`config.mk`:
```
export PLATFORM = sky130hd
export DESIGN_NAME = gcd_stein_core
export DESIGN_NICKNAME = d
export VERILOG_FILES = /design/src/rtl/gcd_stein_core.sv
export SDC_FILE = /design/constraint.sdc
export NUM_CORES = 1
export LEC_CHECK = 0
export ABC_AREA = 1
export BUFFER_PORTS_ARGS = -buffer_cell sky130_fd_sc_hd__buf_2
export CORE_UTILIZATION = 60
export DETAILED_ROUTE_END_ITERATION = 16
export GPL_TIMING_DRIVEN = 0
export MAX_ROUTING_LAYER = met4
export PLACE_DENSITY_LB_ADDON = 0.25
export SYNTH_ARGS = -nofsm -noshare
export SYNTH_HDL_FRONTEND = slang
export SYNTH_SLANG_ARGS = --single-unit
```
`constraint.sdc`:
```
create_clock -name clk_i -period 6.7 [get_ports clk_i]
set_clock_uncertainty 0.2 [all_clocks]
set_input_delay 0.67 -clock clk_i [delete_from_list [all_inputs] [get_ports clk_i]]
set_output_delay 0.67 -clock clk_i [all_outputs]
set_load 0.02 [all_outputs]
```
`src/rtl/gcd_stein_core.sv`:
```
// Binary (Stein) GCD engine with valid/ready handshakes on the operand and result sides.
// Each iteration uses only shifts and one subtraction; zero operands take a single-cycle bypass.
module gcd_stein_core #(
  parameter  int DATA_WIDTH = 32,
  localparam int K_WIDTH    = $clog2(DATA_WIDTH + 1),
  localparam int ITER_WIDTH = $clog2(2 * DATA_WIDTH + 1)
) (
  input  logic                  clk_i,
  input  logic                  reset_i,
  input  logic [DATA_WIDTH-1:0] operand_a_i,
  input  logic [DATA_WIDTH-1:0] operand_b_i,
  input  logic                  valid_i,
  output logic                  ready_o,
  input  logic                  abort_i,
  output logic [DATA_WIDTH-1:0] gcd_o,
  output logic [ITER_WIDTH-1:0] iter_o,
  output logic                  valid_o,
  input  logic                  ready_i,
  output logic                  busy_o
);

  typedef enum logic [1:0] {
    ST_IDLE   = 2'd0,
    ST_REDUCE = 2'd1,
    ST_DONE   = 2'd2
  } state_e;

  state_e                  state_q;
  logic [DATA_WIDTH-1:0]   a_q, b_q, a_d, b_d;
  logic [K_WIDTH-1:0]      k_q, k_d;
  logic [ITER_WIDTH-1:0]   iter_q, iter_d;
  logic [DATA_WIDTH-1:0]   gcd_q;
  logic [ITER_WIDTH-1:0]   iter_out_q;
  logic                    valid_q;
  logic                    busy_q;
  logic                    zero_s;
  logic [DATA_WIDTH-1:0]   gcd_shift_s;
  logic [DATA_WIDTH-1:0]   diff_s;

  // One Stein reduction step applied to the working pair.
  always_comb begin
    a_d         = a_q;
    b_d         = b_q;
    k_d         = k_q;
    iter_d      = iter_q + ITER_WIDTH'(1);
    zero_s      = (a_q == '0) || (b_q == '0);
    gcd_shift_s = (a_q | b_q) << k_q;
    if (a_q >= b_q) begin
      diff_s = a_q - b_q;
    end else begin
      diff_s = b_q - a_q;
    end
    case ({a_q[0], b_q[0]})
      2'b00: begin
        a_d = a_q >> 1;
        b_d = b_q >> 1;
        k_d = k_q + K_WIDTH'(1);
      end
      2'b01: a_d = a_q >> 1;
      2'b10: b_d = b_q >> 1;
      default: begin
        if (a_q >= b_q) begin
          a_d = diff_s >> 1;
        end else begin
          b_d = diff_s >> 1;
        end
      end
    endcase
  end

  // Control FSM with registered result and status outputs; abort outranks everything but reset.
  always_ff @(posedge clk_i) begin
    if (reset_i) begin
      state_q    <= ST_IDLE;
      a_q        <= '0;
      b_q        <= '0;
      k_q        <= '0;
      iter_q     <= '0;
      gcd_q      <= '0;
      iter_out_q <= '0;
      valid_q    <= 1'b0;
      busy_q     <= 1'b0;
    end else if (abort_i) begin
      state_q <= ST_IDLE;
      valid_q <= 1'b0;
      busy_q  <= 1'b0;
    end else begin
      case (state_q)
        ST_IDLE: begin
          if (valid_i) begin
            a_q    <= operand_a_i;
            b_q    <= operand_b_i;
            k_q    <= '0;
            iter_q <= '0;
            busy_q <= 1'b1;
            if ((operand_a_i == '0) || (operand_b_i == '0)) begin
              gcd_q      <= operand_a_i | operand_b_i;
              iter_out_q <= '0;
              valid_q    <= 1'b1;
              state_q    <= ST_DONE;
            end else begin
              state_q <= ST_REDUCE;
            end
          end
        end
        ST_REDUCE: begin
          if (zero_s) begin
            gcd_q      <= gcd_shift_s;
            iter_out_q <= iter_q;
            valid_q    <= 1'b1;
            state_q    <= ST_DONE;
          end else begin
            a_q    <= a_d;
            b_q    <= b_d;
            k_q    <= k_d;
            iter_q <= iter_d;
          end
        end
        ST_DONE: begin
          if (ready_i) begin
            valid_q <= 1'b0;
            busy_q  <= 1'b0;
            state_q <= ST_IDLE;
          end
        end
        default: begin
          state_q <= ST_IDLE;
          valid_q <= 1'b0;
          busy_q  <= 1'b0;
        end
      endcase
    end
  end

  assign ready_o = ~reset_i && (state_q == ST_IDLE);
  assign gcd_o   = gcd_q;
  assign iter_o  = iter_out_q;
  assign valid_o = valid_q;
  assign busy_o  = busy_q;

endmodule
```
==> impl_metrics.prom <==
# TYPE chip_impl_metric gauge
chip_impl_metric{name="placementRows",unit=""} 54
chip_impl_info{name="setup.worst_path.end_class",value="flop"} 1
chip_impl_metric{name="post_route_cells_drive_above_1_share",unit="%"} 8.466
chip_impl_metric{name="floorplan.die.height",unit="um"} 153.2
chip_impl_metric{name="met3RoutedLength",unit="um"} 8074
chip_impl_metric{name="post_cts_hold_buffer_count",unit=""} 0
chip_impl_metric{name="post_cts_resized",unit=""} 0
chip_impl_metric{name="syn-num-nets",unit=""} 2673
chip_impl_metric{name="placedCellCount",unit=""} 2894
chip_impl_info{name="grt_setup_unrepaired",value="false"} 1
chip_impl_info{name="startpoint_type",value="flop"} 1
chip_impl_metric{name="number_of_vias_per_cell",unit=""} 5.997
chip_impl_metric{name="fin_tns_setup",unit="ns"} 0
chip_impl_metric{name="post_synth_fa_ha_maj_area_fraction",unit="%"} 9.142
chip_impl_metric{name="std_cell_core_area",unit="um2"} 22090
chip_impl_metric{name="ys_ff_latch",unit=""} 120
chip_impl_metric{name="worst_skew_pair.late_latency",unit="ns"} 0.44
chip_impl_metric{name="cts_max_level",unit=""} 4
chip_impl_metric{name="timing.final.crit_share",unit="%"} 53.26
chip_impl_metric{name="total_gr_overflow",unit=""} 0
chip_impl_metric{name="antenna_violations_before_repair",unit=""} 0
chip_impl_metric{name="final_max_slew_viol_count",unit=""} 0
chip_impl_metric{name="globalRouteTotalUtil",unit="%"} 49.42
chip_impl_metric{name="post-route-drc-count",unit=""} 0
chip_impl_metric{name="leakage",unit="nW"} 7.949
chip_impl_metric{name="floorplan.die.width",unit="um"} 153.2
chip_impl_metric{name="seq_area_frac_synth",unit="%"} 17.52
chip_impl_metric{name="area_added_between_synthesis_and_finish",unit="%"} 10.49
chip_impl_info{name="crit_type",value="reg -> reg"} 1
chip_impl_info{name="clock_tree.root_cell",value="clkbuf_16"} 1
chip_impl_metric{name="finalSetupViolations",unit=""} 0
chip_impl_metric{name="detailed_place_hpwl",unit="um"} 46450
chip_impl_metric{name="insertedDiodeCount",unit=""} 0
chip_impl_metric{name="vias",unit=""} 17547
chip_impl_metric{name="initial_utilization",unit="%"} 62.07
chip_impl_metric{name="met1_length",unit="um"} 21660
chip_impl_metric{name="synthesis.instances",unit=""} 2505
chip_impl_metric{name="cts_inserted_buffers",unit=""} 17
chip_impl_metric{name="met2_length",unit="um"} 23870
chip_impl_metric{name="mux_cell_area_share_after_synthesis",unit="%"} 0.3650
chip_impl_metric{name="grt_first_pass_wirelength",unit="um"} 85990
chip_impl_metric{name="path_max_fanout",unit=""} 10
chip_impl_metric{name="synthesis.area",unit="um2"} 13710
chip_impl_metric{name="drt_wl_total",unit="um"} 57130
chip_impl_metric{name="time_the_final_worst_path_needs_with_i_o_delays_and_setup",unit="ns"} 3.569
chip_impl_metric{name="stdcell_count",unit=""} 2926
chip_impl_metric{name="data_required_time_at_the_worst_endpoint",unit="ns"} 6.82
chip_impl_info{name="run_status",value="completed"} 1
chip_impl_metric{name="yosys.area_share.simple",unit="%"} 42.79
chip_impl_metric{name="placement.io_buffers",unit=""} 109
chip_impl_metric{name="syn_avg_cell_area",unit="um2"} 5.474
chip_impl_metric{name="hold_viol_final",unit=""} 0
chip_impl_metric{name="critPathArrivalTime",unit="ns"} 3.69
chip_impl_metric{name="yosysWarningCount",unit=""} 0
chip_impl_info{name="dominant_combinational_cell_family_by_area_after_synthesis",value="simple AND/OR/NAND/NOR gates"} 1
chip_impl_metric{name="clkSinkCount",unit=""} 120
chip_impl_metric{name="worst-slew-pin-transition",unit="ns"} 1.020
chip_impl_info{name="routed.top_layer",value="met4"} 1
chip_impl_metric{name="cts-root-to-sink-buffers",unit=""} 2
chip_impl_metric{name="firstDrtPassIters",unit=""} 10
chip_impl_metric{name="post-cts-setup-buffer-count",unit=""} 0
chip_impl_metric{name="synth_compound_gate_area_share",unit="%"} 14.83
chip_impl_metric{name="drt.antenna.violating_nets",unit=""} 0
chip_impl_metric{name="io-pin-count",unit=""} 111
chip_impl_metric{name="fp.dieArea",unit="um2"} 23460
chip_impl_metric{name="netlist-cell-type-count",unit=""} 45
chip_impl_metric{name="grt_start_max_net_pins",unit=""} 17
chip_impl_metric{name="gp_congestion",unit=""} 1.143
chip_impl_info{name="min_path_type",value="reg -> reg"} 1
chip_impl_metric{name="fmaxAchievable",unit="GHz"} 0.2802
chip_impl_metric{name="nNetsFinal",unit=""} 2801
chip_impl_info{name="cts_tree",value="built"} 1
chip_impl_metric{name="first_global_vias",unit=""} 15917
chip_impl_metric{name="max_transition_margin",unit="%"} 31.38
chip_impl_metric{name="cts.reportedPaths.clkPinSlew",unit="ns"} 0.06
chip_impl_metric{name="p_per_area",unit="nW/um2"} 277.5
chip_impl_metric{name="vdd_ir_drop_max",unit="mV"} 0.1765
chip_impl_metric{name="synth-xor-area-share",unit="%"} 2.363
chip_impl_metric{name="maxCapViolCount",unit=""} 0
chip_impl_metric{name="drt_first_iter_violations",unit=""} 2816
chip_impl_metric{name="detail_route.wl_per_cell",unit="um"} 19.53
==> synthesized netlist by cell type (all sizes together) <==
cell | number | area share [%]
nand2 | 862 | 24
inv | 352 | 9.7
nor2 | 260 | 7.3
a21oi | 226 | 8.6
nand3 | 203 | 7.8
dfxtp | 120 | 18
o21ai | 118 | 4.3
ha | 97 | 8.9
clkbuf | 58 | 1.6
buf | 41 | 1.7
xor2 | 35 | 2.2
nor3 | 34 | 1.3
nand4 | 31 | 1.4
a21boi | 11 | 0.60
nor4 | 11 | 0.50
o21bai | 10 | 0.55
o211ai | 8 | 0.44
mux2i | 5 | 0.36
and2 | 4 | 0.18
nand3b | 3 | 0.16
a31oi | 2 | 0.091
clkinv | 2 | 0.055
fa | 2 | 0.29
nor3b | 2 | 0.11
o31ai | 2 | 0.11
xnor2 | 2 | 0.13
a22o | 1 | 0.064
and3 | 1 | 0.046
o32ai | 1 | 0.064
or3 | 1 | 0.046
==> worst max-delay path: stages, from the launching register on <==
cell and delay, ns:
dfxtp_1 0.34, nor2_1 0.42, nand4_1 0.39, nor2_1 0.19, nand2_1 0.13, nand2_1 0.11
nand2_1 0.10, nand2_1 0.42, o21ai_1 0.25, nand2_2 0.29, buf_2 0.38, nand2_1 0.09
nand2_1 0.07, a21oi_1 0.06
==> cell type report <==
| cell class | count | area (um2) |
|---|---|---|
| timing repair buffer | 109 | 545.5 |
| multi-input combinational | 1932 | 9529 |
| tap | 280 | 350.3 |
| clock inverter | 15 | 117.6 |
| inverter | 354 | 1331 |
| clock buffer | 17 | 425.4 |
| buffer | 99 | 450.4 |
| sequential | 120 | 2402 |
| fill | 2129 | 6942 |
==> cell usage in the layout, fill, tap and decap left out, types with 5 or more instances in the layout <==
master | netlist | layout
dfxtp_1 | 120 | 120
nand2_2 | 6 | 6
nand3_2 | 12 | 12
a21boi_0 | 11 | 11
buf_2 | 18 | 127
a21oi_1 | 214 | 214
nor4_1 | 11 | 11
nor2_2 | 6 | 6
inv_1 | 342 | 342
nand4_1 | 31 | 31
buf_4 | 9 | 9
a21oi_2 | 12 | 12
mux2i_1 | 5 | 5
o21bai_1 | 10 | 10
nor3_1 | 33 | 33
nor2_1 | 252 | 252
nand3_1 | 191 | 191
o211ai_1 | 8 | 8
clkbuf_16 | 0 | 17
xor2_1 | 35 | 35
clkbuf_1 | 58 | 58
o21ai_1 | 14 | 14
ha_1 | 97 | 97
inv_2 | 9 | 9
o21ai_0 | 103 | 103
nand2_1 | 853 | 853
buf_1 | 11 | 11
==> per-layer routing <==
metal / vias to the layer above / GRT usage [%]
met5: - / -
met4: 0 / 28.91
met3: 292 / 13.86
met2: 1299 / 73.04
met1: 7797 / 59.82
li1: 8159 / -
==> path summary, 6_finish.rpt <==
| kind | slack [ns] | cells past startpoint | from | to |
|---|---|---|---|---|
| hold reg to reg | 0.26 | 2 | iter_o[2] | iter_o[2] |
| setup reg to reg | 3.13 | 13 | a_q[31] | a_q[0] |
| setup / recovery | 3.13 | 13 | a_q[31] | a_q[0] |
| hold / removal | 0.26 | 2 | iter_o[2] | iter_o[2] |
==> through the flow <==
stage	hold WS, ns	area, um2	total power [W]	setup slack, ns	util (%)
final	0.2616	15150	0.004204	3.131	68.58
after global routing	0.2872	15150	0.004424	3.096	68.58
after CTS	0.2655	15150	0.004061	3.328	68.58
after detailed placement	0.2549	14610	0.003196	3.227	66.12
after global placement	0.2461	14610	0.003156	3.257	66.12
after floorplan	0.2652	13710	0.002483	4.090	-
==> logic make-up (layout without fill, tap and decap cells) <==
logic type      after synthesis  count (layout)
fa+ha+maj                    99              99
mux                           5               5
xor+xnor                     37              37
buf+inv                     453             594
compound gates              379             379
flops                       120             120
simple gates               1412            1412
==> sequential cells by signal, summed over array words and instances (netlist names) <==
register,count
b_q,32
valid_o,1
gcd_o,32
k_q,6
a_q,32
state_q,2
busy_o,1
iter_o,7
iter_q,7
==> report_power, final <==
part | total [W] | internal (W) | switching (W)
Combinational | 0.00250 | 0.000723 | 0.00178
Clock | 0.000879 | 0.000479 | 0.000399
Sequential | 0.000824 | 0.000772 | 0.0000528
Total | 0.00420 | 0.00197 | 0.00223
Note: power is estimated with default switching activity, not from simulation.
